===== src/rtl/sum_result_display.sv =====
// sum_result_display: captures the calculator's sum on each rising edge of done and shows it
// in hex on an 8-digit multiplexed 7-segment display. Define SUM_DISP_LZB_EN for leading-zero blanking.
module sum_result_display #(
  parameter int DATA_WIDTH = 32,
  parameter int SCAN_DIV   = 100000
) (
  input  logic                  clk,
  input  logic                  rst,
  input  logic                  done,
  input  logic [DATA_WIDTH-1:0] sum_in,
  input  logic                  clear,
  output logic [7:0]            seg,
  output logic [7:0]            an,
  output logic                  result_valid,
  output logic [7:0]            capture_cnt
);

  localparam int DIGITS = DATA_WIDTH / 4;
  localparam int DIV_W  = $clog2(SCAN_DIV);
  localparam logic [DIV_W-1:0] DIV_LAST = DIV_W'(SCAN_DIV - 1);
  localparam logic [2:0]       IDX_LAST = 3'(DIGITS - 1);

  logic                  done_d;
  logic [DATA_WIDTH-1:0] cap_reg;
  logic [DIV_W-1:0]      div_cnt;
  logic [2:0]            idx;
  logic                  capture;
  logic [3:0]            nib;
  logic [7:0]            hex_seg;
  logic [7:0]            seg_next;
  logic [7:0]            an_next;
  logic                  lz_blank;

  // done is a level; only the first sampled-high cycle counts as a completion.
  assign capture = done & ~done_d;

  always_ff @(posedge clk or negedge rst) begin
    if (!rst) begin
      done_d       <= 1'b1;
      cap_reg      <= '0;
      result_valid <= 1'b0;
      capture_cnt  <= 8'd0;
    end else begin
      done_d <= done;
      if (clear) begin
        cap_reg      <= '0;
        result_valid <= 1'b0;
        capture_cnt  <= 8'd0;
      end else if (capture) begin
        cap_reg      <= sum_in;
        result_valid <= 1'b1;
        if (capture_cnt != 8'hFF) capture_cnt <= capture_cnt + 8'd1;
      end
    end
  end

  always_ff @(posedge clk or negedge rst) begin
    if (!rst) begin
      div_cnt <= '0;
      idx     <= 3'd0;
    end else if (div_cnt == DIV_LAST) begin
      div_cnt <= '0;
      idx     <= (idx == IDX_LAST) ? 3'd0 : idx + 3'd1;
    end else begin
      div_cnt <= div_cnt + 1'b1;
    end
  end

  assign nib = cap_reg[{idx, 2'b00} +: 4];

  always_comb begin
    hex_seg = 8'hFF;
    case (nib)
      4'h0: hex_seg = 8'hC0;
      4'h1: hex_seg = 8'hF9;
      4'h2: hex_seg = 8'hA4;
      4'h3: hex_seg = 8'hB0;
      4'h4: hex_seg = 8'h99;
      4'h5: hex_seg = 8'h92;
      4'h6: hex_seg = 8'h82;
      4'h7: hex_seg = 8'hF8;
      4'h8: hex_seg = 8'h80;
      4'h9: hex_seg = 8'h90;
      4'hA: hex_seg = 8'h88;
      4'hB: hex_seg = 8'h83;
      4'hC: hex_seg = 8'hC6;
      4'hD: hex_seg = 8'hA1;
      4'hE: hex_seg = 8'h86;
      default: hex_seg = 8'h8E;
    endcase
  end

`ifdef SUM_DISP_LZB_EN
  // Highest non-zero nibble; digit 0 is never blanked, so msd stays 0 for a zero value.
  logic [2:0] msd;
  always_comb begin
    msd = 3'd0;
    for (int i = 1; i < DIGITS; i++) begin
      if (cap_reg[4*i +: 4] != 4'h0) msd = 3'(i);
    end
  end
  assign lz_blank = (idx > msd);
`else
  assign lz_blank = 1'b0;
`endif

  always_comb begin
    an_next  = ~(8'b1 << idx);
    seg_next = 8'hBF;
    if (result_valid) seg_next = lz_blank ? 8'hFF : hex_seg;
  end

  always_ff @(posedge clk or negedge rst) begin
    if (!rst) begin
      seg <= 8'hFF;
      an  <= 8'hFF;
    end else begin
      seg <= seg_next;
      an  <= an_next;
    end
  end

endmodule


===== config.mk =====
export PLATFORM = sky130hd
export DESIGN_NAME = sum_result_display
export DESIGN_NICKNAME = d
export VERILOG_FILES = /design/src/rtl/sum_result_display.sv
export SDC_FILE = /design/constraint.sdc
export NUM_CORES = 1
export LEC_CHECK = 0
export BUFFER_PORTS_ARGS = -buffer_cell sky130_fd_sc_hd__buf_2
export CORE_MARGIN = 2
export CORE_UTILIZATION = 51
export DETAILED_ROUTE_END_ITERATION = 7
export HOLD_SLACK_MARGIN = 0.08
export PLACE_DENSITY = 0.76
export SLEW_MARGIN = 20
export SYNTH_ARGS = -nofsm -noshare
export SYNTH_HDL_FRONTEND = slang
export SYNTH_SLANG_ARGS = --single-unit

===== constraint.sdc =====
create_clock -name clk -period 2.36 [get_ports clk]
set_clock_uncertainty 0.05 [all_clocks]
set_input_delay 0.118 -clock clk [delete_from_list [all_inputs] [get_ports clk]]
set_output_delay 0.118 -clock clk [all_outputs]
set_load 0.1 [all_outputs]

After elaboration in Yosys (flattened, before gate mapping) --
Memories as Yosys holds them, arrays and structs flattened. Cells that the tools add are included.
Storage, ports and cells: bits in registers 78, bits in read-only memories 112, input bits 36, memories 1
Cells by class: $add $sub $neg 3, eq/ne operators 3, shifts and indexed selects 2, mux-type cells 10, bitwise gates (word level) 3, reductions and logical operators 3
Memory list:
- (name not given) | words 16, bits a word 7, rd ports 1, clocked after Yosys merged registers in 0, wr ports 0, RTL line 73 | case (nib)
Operators by type and width (number):
- $mux 32 | 2
- $mux 8 | 4
- $shiftx 32x6->4 | 1
- $add 17x1->17 const B | 1
- $eq 17x17->1 const B | 1
- $mux 17 | 1
- $add 8x1->8 const B | 1
- $ne 8x8->1 const B | 1
- $not 8->8 | 1
- $shl 1x3->8 const A | 1
- $reduce_bool 2->1 | 2
- $add 3x1->3 const B | 1
- $eq 3x3->1 const B | 1
- $mux 3 | 1
- $mux 1 | 2
- $reduce_and 2->1 | 1
- $and 1x1->1 | 1
- $not 1->1 | 1

Logic depth before layout (Yosys ltp) --
Gate-level depths: netlist (run 1).
word-level depth 4, mapped depth 8

Worst setup path after synthesis (run 1) --
OpenSTA, ideal clock, no wires.
kind register -> register, start reg idx[0], end reg seg[4], data arrival time 2.162 ns, data required time 2.216 ns, slack 0.054 ns, cell stages (with the launch flop) 8, buffers on the path 1, clock period less this slack 2.306 ns, cell sequence dfrtp_1 > buf_6 > mux4_1 > mux2i_1 > inv_1 > ha_1 > and2_4 > o311ai_2
On the way: longest elaborated chain between the ends 3
RTL lines:
- start: declaration | RTL line 26 | logic [2:0] idx;
- start signal: assignment | RTL line 63 | idx <= (idx == IDX_LAST) ? 3'd0 : idx + 3'd1;
- $shiftx 32x6->4 | RTL line 69 | assign nib = cap_reg[{idx, 2'b00} +: 4];
- $mem_v2 16x7
- $mux 8 | RTL line 110 | if (result_valid) seg_next = lz_blank ? 8'hFF : hex_seg;
- net seg_next[4] | RTL line 30 | logic [7:0] seg_next;
- end signal: assignment | RTL line 118 | seg <= seg_next;
- end: declaration | RTL line 12 | output logic [7:0] seg,
The timed path passes the listed nets, and every way through them passes these cells. A chain may end at the register's enable or synchronous reset.

Worst setup path in the final report (run 1) --
start reg idx[0], end reg seg[3]
The elaborated chain is that of the path after synthesis.

==> impl_metrics.prom, run 1 <==
# TYPE chip_impl_metric gauge
chip_impl_metric{name="grt_pass1_vias",unit=""} 2705
chip_impl_info{name="final_common_cell",value="nand2_1"} 1
chip_impl_metric{name="core.rowCount",unit=""} 31
chip_impl_metric{name="cts.clk_slew.worst_paths",unit="ns"} 0.07
chip_impl_metric{name="worst_hold_slack",unit="ns"} 0.256
chip_impl_metric{name="slew_viol_final",unit=""} 0
chip_impl_metric{name="fp.coreArea",unit="sq um"} 7180
chip_impl_info{name="worst_r2r_endpoint",value="seg[3]"} 1
chip_impl_metric{name="cellPowerDensity",unit="nW/um^2"} 549
chip_impl_info{name="crit_end_element",value="register"} 1
chip_impl_metric{name="insertion_delay",unit="ns"} 0.35
chip_impl_metric{name="cts_num_sinks",unit=""} 77
chip_impl_metric{name="grt_start_max_net_pins",unit=""} 78
chip_impl_metric{name="worst_slew_pin_tran",unit="ns"} 0.928
chip_impl_info{name="status",value="finished clean"} 1
chip_impl_metric{name="first_pass_grt_wire_length",unit="um"} 12600
chip_impl_info{name="timing.hold.worst.class",value="primary input to register"} 1
chip_impl_metric{name="fin_crit",unit="ns"} 2.22
chip_impl_metric{name="synth_fp_nets",unit=""} 405
chip_impl_metric{name="yosysSeqAreaShare",unit=""} 0.522
chip_impl_metric{name="finalWeightedCongestion",unit=""} 0.827
chip_impl_metric{name="final-hold-violation-count",unit=""} 0
chip_impl_metric{name="synth-xor-area-share",unit=""} 0.0446
chip_impl_metric{name="drv.max_cap_violation_count",unit=""} 0
chip_impl_metric{name="die-area",unit="sq um"} 8010
chip_impl_metric{name="globalRoute.totalOverflow",unit=""} 0
chip_impl_metric{name="post_route_cells_drive_above_1_share",unit=""} 0.245
chip_impl_metric{name="number_of_antenna_violations_at_the_first_check_in_global_routing",unit=""} 0
chip_impl_metric{name="r2r_slack",unit="ns"} 0.14
chip_impl_metric{name="grt_util_all_layers",unit=""} 0.208
chip_impl_metric{name="top_level_ports",unit=""} 61
chip_impl_metric{name="drt-vias-per-instance",unit=""} 5.16
chip_impl_metric{name="power.total",unit="mW"} 2.54
chip_impl_metric{name="cts_buffers",unit=""} 9
chip_impl_metric{name="critical_path.max_stage_delay",unit="ns"} 0.59
chip_impl_metric{name="setup-violations-final",unit=""} 0
chip_impl_metric{name="maxSlewHeadroom",unit=""} 0.381
chip_impl_metric{name="reg2reg_depth",unit=""} 7
chip_impl_metric{name="synthSimpleGateAreaFrac",unit=""} 0.159
chip_impl_info{name="timing.critical_path.from_type",value="register"} 1
chip_impl_info{name="clock_tree_from_tritoncts",value="done"} 1
chip_impl_metric{name="layout_worst_path_cycle_share",unit=""} 0.939
chip_impl_metric{name="drt-total-wl",unit="um"} 7740
chip_impl_metric{name="data_arrival_at_the_endpoint_of_the_critical_path",unit="ns"} 2.43
chip_impl_metric{name="avgRoutedWirePerCell",unit="um"} 14.0
chip_impl_info{name="critical-path-top-cell-by-count",value="inv_1"} 1
chip_impl_metric{name="total_leakage_power",unit="nW"} 2.12
chip_impl_metric{name="syn_inst",unit=""} 354
chip_impl_info{name="criticalPathCategory",value="register to register"} 1
chip_impl_metric{name="routed-wl-met2",unit="um"} 3900
chip_impl_metric{name="min_path_cells",unit=""} 2
chip_impl_metric{name="timing.critical_path.depth",unit=""} 7
chip_impl_metric{name="final_net_count",unit=""} 500
chip_impl_info{name="crit_family",value="multiplexers"} 1
chip_impl_metric{name="first_pass_iters",unit=""} 4
chip_impl_metric{name="layout.cell_area.non_filler",unit="sq um"} 4630
chip_impl_metric{name="ir_worst_vdd",unit="mV"} 0.318
chip_impl_metric{name="critical_path_buffers_and_inverters",unit=""} 2
chip_impl_info{name="rr_startpoint",value="idx[0]"} 1
chip_impl_metric{name="cts-root-to-sink-buffers",unit=""} 2
chip_impl_info{name="dominant_combinational_cell_family_by_area_after_synthesis",value="simple AND/OR/NAND/NOR gates"} 1
chip_impl_metric{name="initial_core_util",unit=""} 0.520
chip_impl_metric{name="yosys-mux-area-fraction",unit=""} 0.103
chip_impl_info{name="clock-root-buffer",value="clkbuf_8"} 1
chip_impl_metric{name="numPortBuffers",unit=""} 59
chip_impl_metric{name="met3_length",unit="um"} 237
chip_impl_info{name="timing.critical_path.cells",value="mux4_1, mux2_2, inv_1, ha_1, inv_1, mux2i_1, a22oi_1"} 1
chip_impl_metric{name="vias",unit=""} 2851
chip_impl_metric{name="number_of_storage_elements_in_the_synthesis_netlist",unit=""} 77
chip_impl_info{name="cpMaxStageDelayCell",value="mux4_1"} 1
chip_impl_metric{name="h-tree-depth",unit=""} 3
chip_impl_info{name="rsz_0062_raised_after_global_routing",value="no"} 1
chip_impl_metric{name="flip_flop_count_of_the_largest_register_after_layout",unit=""} 32
chip_impl_metric{name="drtIter0Drc",unit=""} 156
chip_impl_metric{name="synthDistinctLibCells",unit=""} 43
chip_impl_metric{name="place.detailed.hpwl",unit="um"} 5070
chip_impl_metric{name="synth_area",unit="sq um"} 3730
chip_impl_metric{name="synth.yosys.warnings",unit=""} 0
chip_impl_metric{name="remaining_drc_errors",unit=""} 0
chip_impl_metric{name="compound_gate_fraction_of_synth_area",unit=""} 0.0826
chip_impl_metric{name="area_growth_syn_to_layout",unit="%"} 24.2
chip_impl_metric{name="die_x",unit="um"} 89.5
chip_impl_info{name="route.top_layer_used",value="met4"} 1
chip_impl_metric{name="totalNegativeSetupSlack",unit="ns"} 0
chip_impl_metric{name="place_worst_setup_slack",unit="ns"} -0.0260
chip_impl_metric{name="synth_area_per_cell",unit="sq um"} 10.5
chip_impl_metric{name="ant_nets",unit=""} 0
chip_impl_info{name="most-common-layout-cells",value="nand2_1 (77), dfrtp_1 (60), buf_2 (58)"} 1
chip_impl_metric{name="met1_length",unit="um"} 3490
chip_impl_info{name="timing.hold.worst.start",value="clear"} 1
chip_impl_metric{name="diodes",unit=""} 0
chip_impl_metric{name="dpl-instance-area",unit="sq um"} 4110
chip_impl_metric{name="cp_data_required_time",unit="ns"} 2.57
chip_impl_info{name="hold_end",value="capture_cnt[0]"} 1
chip_impl_metric{name="clock.fmax",unit="MHz"} 451
chip_impl_metric{name="critPathMaxFanout",unit=""} 10
chip_impl_metric{name="setup_slack",unit="ns"} 0.144
chip_impl_metric{name="die_h",unit="um"} 89.5
chip_impl_metric{name="synthesized_area_fraction_occupied_by_adder_cells",unit=""} 0.0503
[cells in the mapped netlist, drive strengths merged]
library cell	n	area, sq um
xnor2	6	52.6
nand2b	1	6.26
conb	1	3.75
mux2i	12	120
o211ai	4	30.0
nor2b	2	12.5
nand2	77	289
o2111ai	1	8.76
nand3b	2	15.0
xor2	13	114
nor4	1	6.26
o21ai	3	15.0
or4	2	15.0
mux4	7	180
a211oi	2	15.0
and2	2	15.0
o31ai	2	15.0
nand4	7	43.8
dfstp	16	420
nand4bb	1	11.3
nand3	5	25.0
nor3	3	15.0
a31oi	2	12.5
a22oi	2	15.0
dfrtp	61	1530
nor4bb	1	10.0
and3	5	31.3
buf	4	35.0
o311ai	1	16.3
ha	15	188
and4	3	26.3
mux2	7	82.6
nor2	19	71.3
a21oi	36	180
inv	12	45.0
clkbuf	16	60.1
[report_power, final]
group / switching, mW / internal (mW) / total, mW
clock: 0.446 / 0.372 / 0.818
sequential: 0.0222 / 1.36 / 1.39
combinational: 0.223 / 0.116 / 0.339
[worst max path at each step]
| stage | from | endpoint | slack [ns] |
|---|---|---|---|
| 6_report | idx[0] | seg[3] | 0.14 |
| 5_1_grt | idx[0] | seg[3] | 0.01 |
| 4_1_cts | idx[0] | seg[3] | 0.10 |
| 3_5_place_dp | idx[0] | seg[3] | -0.03 |
| 3_3_place_gp | idx[0] | seg[3] | 0.09 |
| 2_1_floorplan | idx[0] | seg[4] | 0.05 |
[cells by family (layout without fill, tap and decap cells)]
| logic type | Yosys count | in the layout |
|---|---|---|
| adders and majority gates | 15 | 15 |
| xor gates and xnor gates | 19 | 19 |
| and+or+nand+nor | 131 | 131 |
| buffers and inverters | 32 | 131 |
| muxes | 26 | 26 |
| other | 1 | 1 |
| AOI/OAI and AO/OA | 53 | 53 |
| DFF | 77 | 77 |
[metal layers]
layer | up-vias | GRT usage
li1 | 1397 | -
met1 | 1376 | 0.282
met4 | 0 | 0.0923
met2 | 68 | 0.333
met5 | - | 0
met3 | 10 | 0.0286
[timing repair]
item | CTS | global route
gates cloned | 0 | 0
setup buffers | 0 | 4
resized for setup | 1 | 0
pin swaps | 0 | 0
hold buffers | 34 | 0
endpoints found under the setup margin | 2 | 1
hold endpoints to repair | 94 | 0
[per-stage QoR]
stage                util  std cells
floorplan               -        354
global placement    0.573        499
detailed placement  0.573        499
CTS                 0.641        548
global route        0.646        552
finish              0.646        552
[area by class of cell]
| type | count | area (sq um) |
|---|---|---|
| Fill cell | 565 | 2540 |
| Sequential cell | 77 | 1950 |
| Multi-Input combinational cell | 245 | 1640 |
| Timing Repair Buffer | 104 | 721 |
| Clock buffer | 12 | 135 |
| Tap cell | 99 | 124 |
| Inverter | 12 | 45.0 |
| Clock inverter | 3 | 15.0 |
[worst register-to-register path, stage by stage, from the launching register on]
cell and delay [ns]:
dfrtp_2 0.49, mux4_1 0.60, mux2_2 0.30, inv_1 0.12, ha_1 0.26, inv_1 0.06
mux2i_1 0.07, a22oi_1 0.19
No activity file was read; power rests on OpenSTA's default activity.
==> run 2, diff against run 1 <==
--- a/config.mk
+++ b/config.mk
@@ -6,11 +6,10 @@
 export NUM_CORES = 1
 export LEC_CHECK = 0
 export BUFFER_PORTS_ARGS = -buffer_cell sky130_fd_sc_hd__buf_2
-export CORE_MARGIN = 2
-export CORE_UTILIZATION = 51
+export CORE_UTILIZATION = 55
 export DETAILED_ROUTE_END_ITERATION = 7
 export HOLD_SLACK_MARGIN = 0.08
-export PLACE_DENSITY = 0.76
+export PLACE_DENSITY = 0.78
 export SLEW_MARGIN = 20
 export SYNTH_ARGS = -nofsm -noshare
 export SYNTH_HDL_FRONTEND = slang
==> constraint.sdc (replaced) <==
create_clock -name clk -period 2.68 [get_ports clk]
set_clock_uncertainty 0.05 [all_clocks]
set_input_delay 0.134 -clock clk [delete_from_list [all_inputs] [get_ports clk]]
set_output_delay 0.134 -clock clk [all_outputs]
set_load 0.1 [all_outputs]
==> impl_metrics.prom, run 2 (synthesis gave the netlist of run 1 again) <==
# TYPE chip_impl_metric gauge
chip_impl_metric{name="die_h",unit="um"} 84.3
chip_impl_metric{name="avgRoutedWirePerCell",unit="um"} 15.2
chip_impl_metric{name="pwr-share-comb",unit=""} 0.127
chip_impl_info{name="rr_startpoint",value="idx[0]"} 1
chip_impl_metric{name="first_pass_iters",unit=""} 5
chip_impl_metric{name="vias",unit=""} 2895
chip_impl_metric{name="final_net_count",unit=""} 495
chip_impl_info{name="clock-root-buffer",value="clkbuf_8"} 1
chip_impl_info{name="rsz_0062_raised_after_global_routing",value="no"} 1
chip_impl_info{name="status",value="finished clean"} 1
chip_impl_info{name="clock_tree_from_tritoncts",value="done"} 1
chip_impl_info{name="timing.critical_path.from_type",value="register"} 1
chip_impl_metric{name="post_cts_hold_fix_bufs",unit=""} 34
chip_impl_metric{name="flip_flop_count_of_the_largest_register_after_layout",unit=""} 32
chip_impl_metric{name="h-tree-depth",unit=""} 3
chip_impl_metric{name="p_int",unit="mW"} 1.78
chip_impl_metric{name="min_path_cells",unit=""} 2
chip_impl_metric{name="place_worst_setup_slack",unit="ns"} 0.233
chip_impl_metric{name="cellPowerDensity",unit="nW/um^2"} 518
chip_impl_metric{name="grt_util_all_layers",unit=""} 0.242
chip_impl_metric{name="globalRoute.totalOverflow",unit=""} 0
chip_impl_metric{name="layout_worst_path_cycle_share",unit=""} 0.931
chip_impl_metric{name="numPortBuffers",unit=""} 59
chip_impl_metric{name="slew_viol_final",unit=""} 0
chip_impl_metric{name="die_x",unit="um"} 84.3
chip_impl_metric{name="cts_buffers",unit=""} 9
chip_impl_info{name="timing.hold.worst.start",value="clear"} 1
chip_impl_metric{name="number_of_antenna_violations_at_the_first_check_in_global_routing",unit=""} 0
chip_impl_metric{name="cp_data_required_time",unit="ns"} 2.88
chip_impl_metric{name="drv.max_cap_violation_count",unit=""} 0
chip_impl_metric{name="core.rowCount",unit=""} 29
chip_impl_metric{name="setup-violations-final",unit=""} 0
chip_impl_metric{name="data_arrival_at_the_endpoint_of_the_critical_path",unit="ns"} 2.70
chip_impl_metric{name="reg2reg_depth",unit=""} 7
chip_impl_metric{name="total_leakage_power",unit="nW"} 2.12
chip_impl_metric{name="power.switching",unit="mW"} 0.617
chip_impl_metric{name="clock.fmax",unit="MHz"} 401
chip_impl_metric{name="p_seq_frac",unit=""} 0.510
chip_impl_metric{name="setup_slack",unit="ns"} 0.184
chip_impl_metric{name="worst_slew_pin_tran",unit="ns"} 0.736
chip_impl_metric{name="post_route_cells_drive_above_1_share",unit=""} 0.241
chip_impl_metric{name="cts_setup_buffers",unit=""} 0
chip_impl_metric{name="final-hold-violation-count",unit=""} 0
chip_impl_info{name="worst_r2r_endpoint",value="seg[3]"} 1
chip_impl_metric{name="ant_nets",unit=""} 0
chip_impl_metric{name="cts_num_sinks",unit=""} 77
chip_impl_metric{name="initial_core_util",unit=""} 0.577
chip_impl_metric{name="die-area",unit="sq um"} 7110
chip_impl_metric{name="totalNegativeSetupSlack",unit="ns"} 0
chip_impl_metric{name="critPathMaxFanout",unit=""} 11
chip_impl_info{name="setup.worst_path.start",value="idx[0]"} 1
chip_impl_info{name="criticalPathCategory",value="register to register"} 1
chip_impl_metric{name="area_growth_syn_to_layout",unit="%"} 24.0
chip_impl_metric{name="diodes",unit=""} 0
chip_impl_metric{name="top_level_ports",unit=""} 61
chip_impl_metric{name="cts.clk_slew.worst_paths",unit="ns"} 0.08
chip_impl_metric{name="drt-vias-per-instance",unit=""} 5.51
chip_impl_metric{name="place.detailed.hpwl",unit="um"} 5050
chip_impl_metric{name="post_cts.resized_instances",unit=""} 0
chip_impl_info{name="final_common_cell",value="nand2_1"} 1
chip_impl_metric{name="maxSlewHeadroom",unit=""} 0.509
chip_impl_info{name="crit_end_element",value="register"} 1
chip_impl_metric{name="fin_crit",unit="ns"} 2.50
chip_impl_metric{name="drtIter0Drc",unit=""} 124
chip_impl_metric{name="grt_pass1_vias",unit=""} 2897
chip_impl_metric{name="r2r_slack",unit="ns"} 0.18
chip_impl_metric{name="drt-total-wl",unit="um"} 7960
chip_impl_metric{name="remaining_drc_errors",unit=""} 0
chip_impl_metric{name="cts-root-to-sink-buffers",unit=""} 2
chip_impl_info{name="most-common-layout-cells",value="nand2_1 (77), dfrtp_1 (61), buf_2 (59)"} 1
chip_impl_metric{name="first_pass_grt_wire_length",unit="um"} 13400
chip_impl_metric{name="finalWeightedCongestion",unit=""} 0.803
chip_impl_metric{name="clkPwrFrac",unit=""} 0.364
chip_impl_metric{name="insertion_delay",unit="ns"} 0.34
chip_impl_info{name="hold_end",value="capture_cnt[3]"} 1
chip_impl_metric{name="grt_start_max_net_pins",unit=""} 46
chip_impl_info{name="timing.hold.worst.class",value="primary input to register"} 1
chip_impl_metric{name="sw_frac_of_total",unit=""} 0.258
chip_impl_metric{name="ir_worst_vdd",unit="mV"} 0.377
chip_impl_metric{name="fp.coreArea",unit="sq um"} 6460
run 2: layout make-up:
type / count / area, sq um
Clock inverter: 4 / 47.5
Clock buffer: 11 / 151
Inverter: 12 / 45.0
Multi-Input combinational cell: 245 / 1640
Sequential cell: 77 / 1950
Timing Repair Buffer: 99 / 693
Tap cell: 77 / 96.3
Fill cell: 482 / 1830
run 2: through the flow:
| step | hold WS, ns | instance area, sq um | total power [mW] | utilization | cells |
|---|---|---|---|---|---|
| detailed placement | 0.185 | 4090 | 1.50 | 0.633 | 476 |
| global placement | 0.180 | 4090 | 1.50 | 0.633 | 476 |
| global route | 0.314 | 4620 | 2.48 | 0.716 | 525 |
| floorplan | -0.212 | 3730 | 1.42 | - | 354 |
| finish | 0.290 | 4620 | 2.39 | 0.716 | 525 |
| CTS | 0.276 | 4620 | 2.41 | 0.716 | 525 |
run 2: how the worst max path moves through the flow:
| stage | to | slack, ns | depth (start not counted) |
|---|---|---|---|
| finish | seg[3] | 0.18 | 7 |
| global route | seg[3] | 0.10 | 7 |
| CTS | seg[3] | 0.20 | 7 |
| detailed placement | seg[3] | 0.23 | 7 |
| global placement | seg[3] | 0.35 | 7 |
| floorplan | seg[4] | 0.37 | 7 |
run 2: worst max-delay path: stages (launching register included):
cell     delay (ns)
dfrtp_1        0.65
mux4_1         0.63
mux2_2         0.34
inv_1          0.14
ha_1           0.27
inv_1          0.06
mux2i_1        0.08
a22oi_1        0.19
run 2: power by group through the flow:
stage | clock network, mW | logic (mW) | registers, mW
after floorplan | 0 | 0.0995 | 1.32
after global placement | 0 | 0.255 | 1.24
after detailed placement | 0 | 0.261 | 1.24
after CTS | 0.894 | 0.300 | 1.22
after global routing | 0.933 | 0.326 | 1.22
final | 0.871 | 0.303 | 1.22
run 2: per-layer routing:
layer / share of wire / up-vias / global-route usage
li1: - / 1390 / -
met1: 0.42 / 1408 / 0.302
met2: 0.52 / 78 / 0.424
met3: 0.035 / 19 / 0.0344
met4: 0.026 / 0 / 0.108
met5: 0 / - / 0
==> run 3, diff against run 2 <==
--- a/config.mk
+++ b/config.mk
@@ -6,10 +6,12 @@
 export NUM_CORES = 1
 export LEC_CHECK = 0
 export BUFFER_PORTS_ARGS = -buffer_cell sky130_fd_sc_hd__buf_2
-export CORE_UTILIZATION = 55
+export CELL_PAD_IN_SITES_DETAIL_PLACEMENT = 0
+export CELL_PAD_IN_SITES_GLOBAL_PLACEMENT = 1
+export CORE_UTILIZATION = 47
 export DETAILED_ROUTE_END_ITERATION = 7
 export HOLD_SLACK_MARGIN = 0.08
-export PLACE_DENSITY = 0.78
+export PLACE_DENSITY_LB_ADDON = 0.1
 export SLEW_MARGIN = 20
 export SYNTH_ARGS = -nofsm -noshare
 export SYNTH_HDL_FRONTEND = slang
==> impl_metrics.prom, run 3 (synthesis gave the netlist of run 1 again) <==
# TYPE chip_impl_metric gauge
chip_impl_info{name="crit_family",value="multiplexers"} 1
chip_impl_metric{name="drtIter0Drc",unit=""} 117
chip_impl_metric{name="insertion_delay",unit="ns"} 0.35
chip_impl_metric{name="p_int",unit="mW"} 1.85
chip_impl_metric{name="cts-root-to-sink-buffers",unit=""} 2
chip_impl_metric{name="fp.coreArea",unit="sq um"} 7690
chip_impl_metric{name="routing_usage_on_met3",unit=""} 0.0310
chip_impl_metric{name="drv.max_cap_violation_count",unit=""} 0
chip_impl_info{name="crit_end_element",value="register"} 1
chip_impl_metric{name="clock.fmax",unit="MHz"} 409
chip_impl_metric{name="critPathMaxFanout",unit=""} 15
chip_impl_info{name="clock-root-buffer",value="clkbuf_8"} 1
chip_impl_metric{name="number_of_antenna_violations_at_the_first_check_in_global_routing",unit=""} 0
chip_impl_metric{name="first_pass_grt_wire_length",unit="um"} 13200
chip_impl_metric{name="grt_use_met1",unit=""} 0.292
chip_impl_metric{name="cellPowerDensity",unit="nW/um^2"} 531
chip_impl_info{name="criticalPathCategory",value="register to register"} 1
chip_impl_metric{name="diodes",unit=""} 0
chip_impl_info{name="timing.critical_path.cells",value="buf_4, mux2_2, mux4_2, and2_4, o311ai_2"} 1
chip_impl_metric{name="post_layout_nonfiller_instances",unit=""} 550
chip_impl_metric{name="reg2reg_depth",unit=""} 5
chip_impl_metric{name="cts_setup_buffers",unit=""} 0
chip_impl_metric{name="maxSlewHeadroom",unit=""} 0.385
chip_impl_metric{name="area_growth_syn_to_layout",unit="%"} 24.9
chip_impl_metric{name="layout.cell_area.non_filler",unit="sq um"} 4660
chip_impl_info{name="final_common_cell",value="nand2_1"} 1
chip_impl_metric{name="grt_start_max_net_pins",unit=""} 78
chip_impl_info{name="timing.hold.worst.class",value="primary input to register"} 1
chip_impl_metric{name="worst_hold_slack",unit="ns"} 0.301
chip_impl_metric{name="avgRoutedWirePerCell",unit="um"} 13.6
chip_impl_metric{name="cts_num_sinks",unit=""} 77
chip_impl_metric{name="final-hold-violation-count",unit=""} 0
chip_impl_metric{name="die_h",unit="um"} 91.1
chip_impl_metric{name="setup_slack",unit="ns"} 0.236
chip_impl_info{name="worst_r2r_endpoint",value="seg[4]"} 1
chip_impl_metric{name="layout_worst_path_cycle_share",unit=""} 0.912
chip_impl_metric{name="critical_path_buffers_and_inverters",unit=""} 1
chip_impl_info{name="rsz_0062_raised_after_global_routing",value="no"} 1
chip_impl_metric{name="cts.clk_slew.worst_paths",unit="ns"} 0.08
chip_impl_metric{name="totalNegativeSetupSlack",unit="ns"} 0
chip_impl_metric{name="drt-total-wl",unit="um"} 7500
chip_impl_metric{name="first_pass_iters",unit=""} 4
chip_impl_metric{name="min_path_cells",unit=""} 2
chip_impl_metric{name="initial_core_util",unit=""} 0.485
chip_impl_metric{name="clkPwrFrac",unit=""} 0.388
chip_impl_metric{name="r2r_slack",unit="ns"} 0.24
chip_impl_metric{name="power.switching",unit="mW"} 0.620
chip_impl_metric{name="dpl-instance-area",unit="sq um"} 4100
chip_impl_info{name="gr-max-usage-layer",value="met2"} 1
chip_impl_metric{name="place.detailed.hpwl",unit="um"} 4860
chip_impl_metric{name="remaining_drc_errors",unit=""} 0
chip_impl_metric{name="h-tree-depth",unit=""} 3
chip_impl_metric{name="post_cts.resized_instances",unit=""} 0
chip_impl_metric{name="core.rowCount",unit=""} 32
chip_impl_metric{name="fin_crit",unit="ns"} 2.44
chip_impl_info{name="setup.worst_path.start",value="idx[0]"} 1
chip_impl_metric{name="die-area",unit="sq um"} 8290
chip_impl_metric{name="total_leakage_power",unit="nW"} 2.12
chip_impl_metric{name="place_worst_setup_slack",unit="ns"} 0.237
chip_impl_metric{name="post_route_cells_drive_above_1_share",unit=""} 0.237
chip_impl_metric{name="globalRoute.totalOverflow",unit=""} 0
chip_impl_metric{name="numPortBuffers",unit=""} 59
chip_impl_info{name="rr_startpoint",value="idx[0]"} 1
chip_impl_metric{name="drt-vias-per-instance",unit=""} 5.08
chip_impl_metric{name="vias",unit=""} 2795
chip_impl_metric{name="setup-violations-final",unit=""} 0
chip_impl_info{name="timing.critical_path.from_type",value="register"} 1
chip_impl_metric{name="data_arrival_at_the_endpoint_of_the_critical_path",unit="ns"} 2.64
chip_impl_metric{name="cts_buffers",unit=""} 9
chip_impl_metric{name="met2_track_utilization_from_global_routing",unit=""} 0.303
chip_impl_info{name="hold_end",value="capture_cnt[5]"} 1
chip_impl_metric{name="ant_nets",unit=""} 0
chip_impl_metric{name="slew_viol_final",unit=""} 0
chip_impl_metric{name="grt_pass1_vias",unit=""} 2678
chip_impl_metric{name="final_net_count",unit=""} 494
chip_impl_metric{name="critical_path.max_stage_delay",unit="ns"} 0.65
chip_impl_metric{name="final_core_occ",unit=""} 0.606
chip_impl_info{name="clock_tree_from_tritoncts",value="done"} 1
chip_impl_metric{name="place_inst",unit=""} 500
chip_impl_metric{name="grt_util_all_layers",unit=""} 0.202
chip_impl_metric{name="power.total",unit="mW"} 2.47
chip_impl_metric{name="die_x",unit="um"} 91.1
chip_impl_metric{name="top_level_ports",unit=""} 61
chip_impl_info{name="cpMaxStageDelayCell",value="mux4_2"} 1
chip_impl_metric{name="sw_frac_of_total",unit=""} 0.251
chip_impl_metric{name="cp_data_required_time",unit="ns"} 2.88
chip_impl_metric{name="worst_slew_pin_tran",unit="ns"} 0.923
chip_impl_info{name="status",value="finished clean"} 1
chip_impl_info{name="timing.hold.worst.start",value="clear"} 1
chip_impl_metric{name="flip_flop_count_of_the_largest_register_after_layout",unit=""} 32
chip_impl_metric{name="ir_worst_vdd",unit="mV"} 0.267
chip_impl_metric{name="pwr-share-comb",unit=""} 0.119
chip_impl_metric{name="post_cts_hold_fix_bufs",unit=""} 34
chip_impl_metric{name="finalWeightedCongestion",unit=""} 0.765
chip_impl_metric{name="p_seq_frac",unit=""} 0.493
chip_impl_info{name="most-common-layout-cells",value="nand2_1 (77), dfrtp_1 (61), buf_2 (58)"} 1
==> run 3: cell count changes in the layout (fill, tap and decap cells not counted), sizes merged <==
cell / change
buf: -1
bufinv: +1
clkbuf: +1
clkinv: -1
==> run 3: worst max-delay path by stage <==
stage               endpoint  depth (start not counted)
global placement      seg[4]                          5
CTS                   seg[4]                          5
finish                seg[4]                          5
global route          seg[3]                          7
floorplan             seg[4]                          7
detailed placement    seg[4]                          5
==> run 3: final cells by class <==
cell class                 count  area, sq um
fill                         700         3030
timing repair buffer          98          676
clock buffer                  12          145
sequential                    77         1950
tap                          102          128
clock inverter                 4         72.6
inverter                      12         45.0
multi-input combinational    245         1640
==> run 3: per-layer routing <==
metal,share of wire,wire (um)
met1,0.49,3690
met2,0.46,3470
met3,0.029,214
met4,0.017,127
met5,0,0
==> run 3: power by group through the flow <==
stage	clock network (mW)	logic (mW)	registers, mW
final	0.958	0.295	1.22
after detailed placement	0	0.259	1.24
after global routing	1.04	0.324	1.22
after CTS	0.988	0.297	1.22
after floorplan	0	0.0995	1.32
after global placement	0	0.257	1.24
==> run 3: worst register-to-register path, delay by kind of cell (launching register included) <==
kind,cells,cell delay [ns]
multiplexers,2,0.98
flip-flops,1,0.60
AO/OA/AOI/OAI,1,0.25
buffers and inverters,1,0.23
AND/OR/NAND/NOR,1,0.23
